`config.mk`:
```
export PLATFORM = sky130hd
export DESIGN_NAME = uart_tx_cfg
export DESIGN_NICKNAME = d
export VERILOG_FILES = /design/src/rtl/uart_pkg.sv /design/src/rtl/uart_tick_gen.sv /design/src/rtl/uart_tx_cfg.sv
export SDC_FILE = /design/constraint.sdc
export NUM_CORES = 1
export LEC_CHECK = 0
export ABC_CLOCK_PERIOD_IN_PS = 1800
export BUFFER_PORTS_ARGS = -buffer_cell sky130_fd_sc_hd__buf_2
export CORE_AREA = 2 2 90 70
export DETAILED_ROUTE_END_ITERATION = 6
export DIE_AREA = 0 0 92 72
export PLACE_DENSITY_LB_ADDON = 0.05
export SLEW_MARGIN = 20
export SYNTH_ARGS = -nofsm -noshare
export SYNTH_HDL_FRONTEND = slang
export SYNTH_SLANG_ARGS = --single-unit
```
`constraint.sdc`:
```
create_clock -name clk -period 1.8 [get_ports clk]
set_input_delay 0.09 -clock clk [delete_from_list [all_inputs] [get_ports clk]]
set_output_delay 0.09 -clock clk [all_outputs]
set_load 0.05 [all_outputs]
```
`src/rtl/uart_pkg.sv`:
```
// Shared UART definitions: parity codes, frame state encoding and default timing.
package uart_pkg;

    localparam int unsigned DEF_DIV    = 10;
    localparam int unsigned DEF_OS     = 16;
    localparam int unsigned MAX_DATA_W = 9;

    typedef enum logic [1:0] {
        PAR_NONE = 2'b00,
        PAR_EVEN = 2'b01,
        PAR_ODD  = 2'b10,
        PAR_MARK = 2'b11
    } parity_t;

    typedef enum logic [2:0] {
        IDLE,
        START,
        DATA,
        PARITY,
        STOP
    } state_t;

    // Only the first len bits contribute; bits above the frame length are ignored.
    function automatic logic par_calc(input logic [MAX_DATA_W-1:0] data,
                                      input logic [3:0] len,
                                      input parity_t mode);
        logic x;
        x = 1'b0;
        for (int unsigned i = 0; i < MAX_DATA_W; i++) begin
            if (i < 32'(len)) x ^= data[i];
        end
        case (mode)
            PAR_EVEN: return x;
            PAR_ODD:  return ~x;
            PAR_MARK: return 1'b1;
            default:  return 1'b0;
        endcase
    endfunction

endpackage

```
`src/rtl/uart_tick_gen.sv`:
```
// Oversample tick generator: one-clock tick every DIV clocks, restartable via clr.
module uart_tick_gen #(
    parameter int unsigned DIV = 10
) (
    input  logic clk,
    input  logic reset,
    input  logic clr,
    output logic tick
);

    localparam int unsigned CW = $clog2(DIV);
    localparam logic [CW-1:0] LAST = CW'(DIV - 1);

    logic [CW-1:0] cnt;

    always_ff @(posedge clk) begin
        if (!reset || clr) begin
            cnt <= '0;
        end else if (cnt == LAST) begin
            cnt <= '0;
        end else begin
            cnt <= cnt + 1'b1;
        end
    end

    assign tick = (cnt == LAST);

endmodule

```
`src/rtl/uart_tx_cfg.sv`:
```
// Configurable UART transmitter: per-frame length, parity and stop bits, valid/ready intake.
module uart_tx_cfg
    import uart_pkg::*;
#(
    parameter int unsigned DATA_W = 8,
    parameter int unsigned DIV    = DEF_DIV,
    parameter int unsigned OS     = DEF_OS
) (
    input  logic              clk,
    input  logic              reset,
    input  logic [3:0]        cfg_len,
    input  logic [1:0]        cfg_parity,
    input  logic              cfg_stop2,
    input  logic              tx_valid,
    input  logic [DATA_W-1:0] tx_data,
    output logic              tx_ready,
    output logic              tx_busy,
    output logic              tx_done,
    output logic              txd
);

    localparam int unsigned    OSW     = $clog2(OS);
    localparam logic [OSW-1:0] OS_LAST = OSW'(OS - 1);
    localparam logic [3:0]     LEN_MAX = 4'(DATA_W);

    state_t            state;
    logic [OSW-1:0]    os_cnt;
    logic [3:0]        bit_cnt;
    logic [3:0]        n_len;
    logic [3:0]        len_clamped;
    logic [DATA_W-1:0] shreg;
    logic              par_bit;
    logic              par_en;
    logic              stop2;
    logic              tick;
    logic              accept;

    assign accept = tx_valid && tx_ready;

    always_comb begin
        len_clamped = cfg_len;
        if (cfg_len < 4'd5) begin
            len_clamped = 4'd5;
        end else if (cfg_len > LEN_MAX) begin
            len_clamped = LEN_MAX;
        end
    end

    uart_tick_gen #(.DIV(DIV)) u_tick (
        .clk   (clk),
        .reset (reset),
        .clr   (accept),
        .tick  (tick)
    );

    always_ff @(posedge clk) begin
        if (!reset) begin
            state    <= IDLE;
            os_cnt   <= '0;
            bit_cnt  <= '0;
            n_len    <= 4'd5;
            shreg    <= '0;
            par_bit  <= 1'b0;
            par_en   <= 1'b0;
            stop2    <= 1'b0;
            txd      <= 1'b1;
            tx_busy  <= 1'b0;
            tx_done  <= 1'b0;
            tx_ready <= 1'b0;
        end else begin
            tx_done <= 1'b0;
            case (state)
                IDLE: begin
                    tx_ready <= 1'b1;
                    txd      <= 1'b1;
                    if (accept) begin
                        state    <= START;
                        tx_ready <= 1'b0;
                        tx_busy  <= 1'b1;
                        txd      <= 1'b0;
                        os_cnt   <= '0;
                        bit_cnt  <= '0;
                        shreg    <= tx_data;
                        n_len    <= len_clamped;
                        par_en   <= (parity_t'(cfg_parity) != PAR_NONE);
                        par_bit  <= par_calc(MAX_DATA_W'(tx_data), len_clamped,
                                             parity_t'(cfg_parity));
                        stop2    <= cfg_stop2;
                    end
                end
                default: begin
                    if (tick) begin
                        if (os_cnt != OS_LAST) begin
                            os_cnt <= os_cnt + 1'b1;
                        end else begin
                            os_cnt <= '0;
                            case (state)
                                START: begin
                                    state   <= DATA;
                                    txd     <= shreg[0];
                                    bit_cnt <= '0;
                                end
                                DATA: begin
                                    shreg <= shreg >> 1;
                                    if (bit_cnt == n_len - 4'd1) begin
                                        bit_cnt <= '0;
                                        if (par_en) begin
                                            state <= PARITY;
                                            txd   <= par_bit;
                                        end else begin
                                            state <= STOP;
                                            txd   <= 1'b1;
                                        end
                                    end else begin
                                        bit_cnt <= bit_cnt + 4'd1;
                                        txd     <= shreg[1];
                                    end
                                end
                                PARITY: begin
                                    state   <= STOP;
                                    txd     <= 1'b1;
                                    bit_cnt <= '0;
                                end
                                STOP: begin
                                    // bit_cnt doubles as the stop-bit counter for two-stop frames
                                    if (stop2 && bit_cnt == 4'd0) begin
                                        bit_cnt <= 4'd1;
                                    end else begin
                                        state    <= IDLE;
                                        tx_busy  <= 1'b0;
                                        tx_done  <= 1'b1;
                                        tx_ready <= 1'b1;
                                    end
                                end
                                default: state <= IDLE;
                            endcase
                        end
                    end
                end
            endcase
        end
    end

endmodule
```
==> results of run 1 <==
-- final timing paths --
check                                from       end  depth (start not counted)
worst max-delay path             state[0]  state[2]                          7
worst min-delay path            cfg_stop2     stop2                          3
worst min register to register   n_len[3]  n_len[3]                          2
worst max register to register   state[0]  state[2]                          7
-- power by group --
part	switching [mW]	internal (mW)	total, mW
combinational	0.997	0.966	1.96
sequential	0.115	0.913	1.03
clock	0.267	0.266	0.533
-- registers in the layout, summed over array words and instances, names as in the netlist --
signal      cells
tx_ready        1
state           3
stop2           1
txd             1
par_bit         1
tx_busy         1
tx_done         1
os_cnt          4
shreg           8
u_tick.cnt      4
par_en          1
bit_cnt         4
n_len           4
-- stage by stage --
stage	hold slack, ns	cell area, µm²	TNS, ns
floorplan	0.1519	1916	-1.076
global placement	0.3408	2326	-0.9199
detailed placement	0.3423	2326	-1.078
CTS	0.03717	2466	-0.2808
global route	0.06928	2604	-1.066
finish	0.04123	2604	-0.1964
-- per-layer routing --
metal  global-route usage  up-vias  wire [µm]
met5                    0        -          0
met4              0.04478        0         42
met2               0.2377       16       2240
met1               0.2111      835       2469
met3              0.03219        5        133
li1                     -      913          -
-- placed cells by master (no fill, tap or decap), drive strengths merged, types with 4 or more instances in the layout --
cell,Yosys,routed
a311oi,8,8
clkbuf,3,8
xnor2,12,12
o21ai,11,11
nor3,8,8
and2,4,4
nor2,29,29
inv,8,8
nand3,10,10
buf,6,62
nand2,32,32
mux2i,4,4
dfxtp,34,34
a21oi,12,12
ha,6,6
-- cells by family after synthesis --
family                   Yosys count  share of synthesized area
AO/OA/AOI/OAI                     49                     0.2015
XOR/XNOR                          14                    0.06626
adder cells (fa/ha/maj)            6                    0.04057
buffers and inverters             17                    0.04395
flip-flops                        34                     0.3678
multiplexers                       5                    0.02975
AND/OR/NAND/NOR                   97                     0.2502
-- final cells by class --
class	instances	area (µm²)	share of cell area
Timing Repair Buffer	63	474.2	0.1821
Tap cell	78	97.59	0.03748
Multi-Input combinational cell	171	1237	0.4753
Sequential cell	34	688.2	0.2643
Clock buffer	7	76.32	0.02931
Inverter	8	30.03	0.01153
-- worst max-delay path, stage by stage (launching register included) --
cell and delay (ns):
dfxtp_2 0.32, or3_4 0.41, mux2_4 0.34, a311oi_4 0.25
buf_4 0.16, buf_6 0.08, o32ai_2 0.06, and2_1 0.15
-- timing repair --
| item | in CTS | in global routing |
|---|---|---|
| gates resized for setup | 9 | 20 |
| pin swaps | 5 | 7 |
| hold buffers | 0 | 0 |
| gates cloned | 0 | 1 |
| setup buffers | 5 | 4 |
| setup endpoints to repair | 17 | 17 |
==> results.toml, run 1 <==
[setup_path]
endpoint_kind = "flip-flop"
worst_ep_arrival_time_ns = 2.06
cp_max_fo = 4
crit_required_ns = 1.98
start_kind = "flip-flop"
worst-setup-path-type = "reg -> reg"
reg2reg_slack_ns = -0.08

[die]
core_um2 = 5705
dieWidth_um = 92
num_rows = 24
floorplan.initialDensity = 0.3243
die_area_um2 = 6624
io_pins = 22
die_y_um = 72

[global_routing]
grt_use_total = 0.1514
antenna_found_initial = 0
grt_max_degree = 18
grt_pass1_wl_mm = 7.948
gr-total-overflow = 0
grt_pass1_vias = 1655

[layout]
area_growth_pct = 40.70
final_cells = 361
nNetsFinal = 307
diodes = 0
utilization = 0.4564
fillers = 605
drive_gt1_frac = 0.3781

[drt]
wl_per_cell_um = 13.53
vias = 1769
drc = 0
routed_wl_mm = 4.884
dr.pass1.iters = 5
dr.first_iter.drc_count = 48
viasPerCell = 4.900
drt.antenna.violating_nets = 0

[placement]
gp_congestion = 0.7869
post-place-ws_ns = -0.2040
placedCellCount = 344
portBuffers = 21
hpwl_mm = 3.558

[clock_network]
cts_tree = "built"
worst_skew_pair.late_latency_ns = 0.28
cts-buffers-inserted = 5
clockBufferDepth = 2
clkTransAtPathRegs_ns = 0.06
htree_num_levels = 2
cts-root-buf = "clkbuf_8"
clock-sinks = 34

[yosys]
ys_seq_area_frac = 0.3678
ys.flop_type = "dfxtp_1"
yosysWarningCount = 0
synth_top_area_cell = "dfxtp_1"
avgSynthCellArea_um2 = 8.336
synthDistinctLibCells = 50
netlist_instances = 222
netlist_area_um2 = 1851
synth_commonest_cells = "dfxtp_1, nand2_1, nor2_1"
yosysTopAreaCellShare = 0.3678
synth.net_count = 246
synth_edf_count = 0
synth.most_common_cell = "dfxtp_1"
async_flop_share = 0
synthTopCellsByArea = "dfxtp_1, nand2_1, nor2_1"
synth-seq-cells = 34

[status]
violations = "setup timing"
status = "finished, violations left"

[sta]
period_needed_ns = 1.877
rsz0062_at_grt = "true"
setup-violations-final = 5
fin_skew_ns = 0.003233
slew_headroom = 0.5895
finalWorstSetupSlack_ns = -0.07728
fmax_ghz = 0.5327
hold_violations = 0
worst_slew_pin_slew_ns = 0.6151
slew_viol_final = 0
period_share = 1.043

[power]
vdd_drop_max_uv = 601.5
p_per_area_nw_per_um2 = 1354
leakage_nw = 1.029
p_total_mw = 3.525

[hold_path]
hold_class = "in -> reg"

[flow_run]
cap_violations = 0
Note: power is estimated with default switching activity, not from simulation.
==> inputs of run 2 (changes only) <==
--- a/config.mk
+++ b/config.mk
@@ -11,6 +11,7 @@
 export DETAILED_ROUTE_END_ITERATION = 6
 export DIE_AREA = 0 0 92 72
 export PLACE_DENSITY_LB_ADDON = 0.05
+export REMOVE_ABC_BUFFERS = 1
 export SLEW_MARGIN = 20
 export SYNTH_ARGS = -nofsm -noshare
 export SYNTH_HDL_FRONTEND = slang
==> results.toml, run 2 (same netlist as run 1, synthesis figures left out) <==
[status]
status = "finished, violations left"
violations = "setup timing"

[die]
floorplan.initialDensity = 0.3243
core_um2 = 5705
io_pins = 22
dieWidth_um = 92
die_area_um2 = 6624
die_y_um = 72
num_rows = 24

[clock_network]
clockBufferDepth = 2
worst_skew_pair.late_latency_ns = 0.29
cts_hold_buf = 0
cts-root-buf = "clkbuf_8"
cts_tree = "built"
clock-sinks = 34
clkTransAtPathRegs_ns = 0.07
cts-buffers-inserted = 5
htree_num_levels = 2

[layout]
largest_reg_flops = 8
final_cells = 370
area_growth_pct = 40.57
final_common_cell = "buf_4"
drive_gt1_frac = 0.3459
diodes = 0
final_cell_mix = "buf_4, nand2_1, dfxtp_1"
nNetsFinal = 316
largest-register = "shreg"
utilization = 0.4559

[sta]
period_needed_ns = 1.844
rsz0062_at_grt = "true"
hold_violations = 0
setup-violations-final = 8
slew_viol_final = 0
period_share = 1.025
finalWorstSetupSlack_ns = -0.04443
fmax_ghz = 0.5422
worst_slew_pin_slew_ns = 0.3620
fin_skew_ns = 0.003355
slew_headroom = 0.7556

[setup_path]
endpoint_kind = "flip-flop"
worst-setup-path-type = "reg -> reg"
worst_ep_arrival_time_ns = 2.07
crit_required_ns = 2.03
cp_max_fo = 4
start_kind = "flip-flop"

[hold_path]
hold_class = "in -> reg"

[drt]
routed_wl_mm = 4.983
drt.antenna.violating_nets = 0
vias = 1779
wl_per_cell_um = 13.47
drc = 0
viasPerCell = 4.808
dr.first_iter.drc_count = 145
dr.pass1.iters = 4

[power]
p_per_area_nw_per_um2 = 1348
leakage_nw = 1.071
vdd_drop_max_uv = 409.6

[global_routing]
grt_pass1_wl_mm = 7.783
grt_use_total = 0.1491
antenna_found_initial = 0
gr-total-overflow = 0
grt_pass1_vias = 1624
grt_max_degree = 17

[placement]
gp_congestion = 0.7487
placedCellCount = 348
portBuffers = 21
hpwl_mm = 3.433

[flow_run]
cap_violations = 0
[run 2: cell types whose count changed in the layout (fill, tap and decap cells not counted), moves of 3 or more]
cell	change
buf_4	+9
nor2_1	+6
nor2_2	-3
nor2_4	-3
[run 2: layout make-up]
cell class	instances	area, µm²
inverter	8	30.03
tap	78	97.59
timing repair buffer	72	541.8
fill	601	3104
clock buffer	7	76.32
multi-input combinational	171	1170
sequential	34	685.7
[run 2: layer usage]
| layer | GRT usage | share of wire | vias up |
|---|---|---|---|
| met5 | 0 | 0 | - |
| met4 | 0.05473 | 0.0072 | 0 |
| met2 | 0.2271 | 0.44 | 26 |
| met3 | 0.03427 | 0.033 | 5 |
| li1 | - | - | 928 |
| met1 | 0.2081 | 0.52 | 820 |
[run 2: repair_timing]
action                                  in CTS  in global routing
buffers inserted                             3                 11
pin swaps                                    5                  9
gates resized for setup                     14                 13
endpoints found under the setup margin      16                 17
cloned                                       0                  1
[run 2: through the flow]
step / cell area, µm² / power (mW) / worst slack, ns / TNS [ns] / hold slack, ns
finish: 2601 / 3.506 / -0.04443 / -0.1648 / 0.04394
global route: 2601 / 3.729 / -0.1554 / -1.348 / 0.03299
CTS: 2426 / 3.246 / -0.02424 / -0.06303 / 0.03341
detailed placement: 2285 / 2.575 / -0.1267 / -0.7062 / 0.3445
global placement: 2285 / 2.592 / -0.1093 / -0.4949 / 0.3389
floorplan: 1799 / 1.944 / -0.4748 / -5.481 / 0.1519
[run 2: final timing paths]
kind | from | endpoint | slack, ns | cells after the start
max | state[2] | state[2] | -0.04 | 6
min | cfg_stop2 | stop2 | 0.04 | 3
max reg2reg | state[2] | state[2] | -0.04 | 6
min reg2reg | shreg[7] | shreg[7] | 0.47 | 2
[run 2: critical path, stage by stage, from the launching register on]
cell	delay, ns
dfxtp_2	0.32
or3_4	0.40
mux2_4	0.33
a311oi_2	0.21
o21ai_1	0.14
o32ai_2	0.22
and2_1	0.16
[run 2: where the power goes]
| part | internal, mW | switching, mW | total (mW) |
|---|---|---|---|
| registers | 0.908 | 0.0925 | 1.00 |
| clock network | 0.266 | 0.272 | 0.538 |
| logic | 0.987 | 0.980 | 1.97 |
| total | 2.16 | 1.34 | 3.51 |
==> inputs of run 3 (changes only) <==
--- a/config.mk
+++ b/config.mk
@@ -5,13 +5,14 @@
 export SDC_FILE = /design/constraint.sdc
 export NUM_CORES = 1
 export LEC_CHECK = 0
-export ABC_CLOCK_PERIOD_IN_PS = 1800
+export ABC_CLOCK_PERIOD_IN_PS = 1500
 export BUFFER_PORTS_ARGS = -buffer_cell sky130_fd_sc_hd__buf_2
 export CORE_AREA = 2 2 90 70
 export DETAILED_ROUTE_END_ITERATION = 6
 export DIE_AREA = 0 0 92 72
 export PLACE_DENSITY_LB_ADDON = 0.05
 export REMOVE_ABC_BUFFERS = 1
+export SKIP_CTS_REPAIR_TIMING = 1
 export SLEW_MARGIN = 20
 export SYNTH_ARGS = -nofsm -noshare
 export SYNTH_HDL_FRONTEND = slang
==> constraint.sdc (replaced) <==
create_clock -name clk -period 1.5 [get_ports clk]
set_input_delay 0.075 -clock clk [delete_from_list [all_inputs] [get_ports clk]]
set_output_delay 0.075 -clock clk [all_outputs]
set_load 0.05 [all_outputs]
==> results.toml, run 3 (same netlist as run 1, synthesis figures left out) <==
[status]
status = "finished, violations left"
violations = "setup timing"

[sta]
whs_ns = 0.02614
hold_violations = 0
fmax_ghz = 0.5224
slew_headroom = 0.7127
tns_ns = -5.389
worst_slew_pin_slew_ns = 0.4190
period_needed_ns = 1.914
period_share = 1.276
fin_skew_ns = 0.007107
finalWorstSetupSlack_ns = -0.4144
setup-violations-final = 22
rsz0062_at_grt = "true"
slew_viol_final = 0

[layout]
diodes = 0
largest_reg_flops = 8
final_cell_area_um2 = 2872
final_common_cell = "buf_4"
drive_gt1_frac = 0.4950
nNetsFinal = 323
final_cell_mix = "buf_4, nand2_1, dfxtp_1"
largest-register = "shreg"
area_growth_pct = 55.17

[setup_path]
start_kind = "flip-flop"
slowest_stage = "or3_4"
path_delay_family = "simple AND/OR/NAND/NOR gates"
worst_ep_arrival_time_ns = 2.14
critPathLaunch = "state[2]"
cp_max_fo = 4
crit-reg2reg-launch = "state[2]"
reg2reg_slack_ns = -0.41
critPathMaxStageDelay_ns = 0.41
crit_chain = "or3_4, mux2_4, a311oi_4, o21ai_2, buf_4, o2bb2ai_2, and2_1"
worst-setup-path-type = "reg -> reg"
endpoint_kind = "flip-flop"
crit_required_ns = 1.72
critPathBufInv = 1

[placement]
portBuffers = 21
hpwl_mm = 3.529
placed_cell_area_um2 = 2345
post-place-ws_ns = -0.4297
gp_congestion = 0.8023

[drt]
wl_per_cell_um = 13.33
routed_wl_mm = 5.027
viasPerCell = 4.828
drc = 0
dr.first_iter.drc_count = 101
vias = 1820
dr.pass1.iters = 4
drt.antenna.violating_nets = 0

[die]
num_rows = 24
io_pins = 22
floorplan.initialDensity = 0.3243
die_area_um2 = 6624
dieWidth_um = 92
core_um2 = 5705
die_y_um = 72

[clock_network]
clock-sinks = 34
worst_skew_pair.late_latency_ns = 0.29
htree_num_levels = 2
cts_tree = "built"
cts-root-buf = "clkbuf_8"
clkTransAtPathRegs_ns = 0.07
clockBufferDepth = 2
cts-buffers-inserted = 5

[flow_run]
cap_violations = 0

[power]
p_per_area_nw_per_um2 = 1609
p_clk_frac = 0.139
leakage_nw = 1.149
swShare = 0.3992
power.switching_mw = 1.844
vdd_drop_max_uv = 595.1
seqPwrFrac = 0.268
internal_power_mw = 2.776
combPwrFrac = 0.593

[global_routing]
grt_pass1_vias = 1639
antenna_found_initial = 0
gr-total-overflow = 0
grt_max_degree = 16
grt_use_total = 0.1496
grt_pass1_wl_mm = 7.817

[hold_path]
hold_class = "in -> reg"
hp-start = "cfg_stop2"
-- run 3: cell types whose count changed in the layout (fill, tap and decap cells not counted), moves of 3 or more --
cell / change
a311oi_1: -3
o21ai_2: +4
o21ai_0: -5
nor2_4: +10
a21oi_1: -5
nor2_1: -12
buf_6: +5
a21oi_2: +5
nand2_1: -3
-- run 3: final timing paths --
check              to  cells past startpoint
max          state[0]                      7
min             stop2                      3
max reg2reg  state[0]                      7
min reg2reg   tx_busy                      2
-- run 3: power groups by stage --
stage,Sequential (mW),Clock (mW),Combinational (mW)
after floorplan,1.35,0,0.980
after global placement,1.21,0,1.94
after detailed placement,1.21,0,1.91
after CTS,1.19,0.668,1.91
after global routing,1.26,0.710,2.95
final,1.24,0.641,2.74
-- run 3: metrics by stage --
step                std cells  utilization  power [mW]
finish                    377       0.5033       4.620
global placement          356       0.4110       3.147
global route              377       0.5033       4.921
CTS                       363       0.4248       3.771
floorplan                 213            -       2.332
detailed placement        356       0.4110       3.114
-- run 3: routing by layer --
metal  share of wire  track usage  vias up
met4           0.011      0.04478        0
li1                -            -      945
met2            0.43       0.2206       21
met3           0.030      0.03634        7
met1            0.52       0.2172      847
met5               0            0        -
-- run 3: cell type report --
class | count | area [µm²]
multi-input combinational | 171 | 1369
sequential | 34 | 688.2
inverter | 8 | 30.03
timing repair buffer | 79 | 608.1
clock inverter | 2 | 10.01
clock buffer | 5 | 68.82
fill | 567 | 2834
tap | 78 | 97.59
-- run 3: worst reg2reg max path, cell delays in order, from the launching register on --
cell	delay, ns
dfxtp_2	0.32
or3_4	0.41
mux2_4	0.34
a311oi_4	0.30
o21ai_2	0.11
buf_4	0.15
o2bb2ai_2	0.09
and2_1	0.12
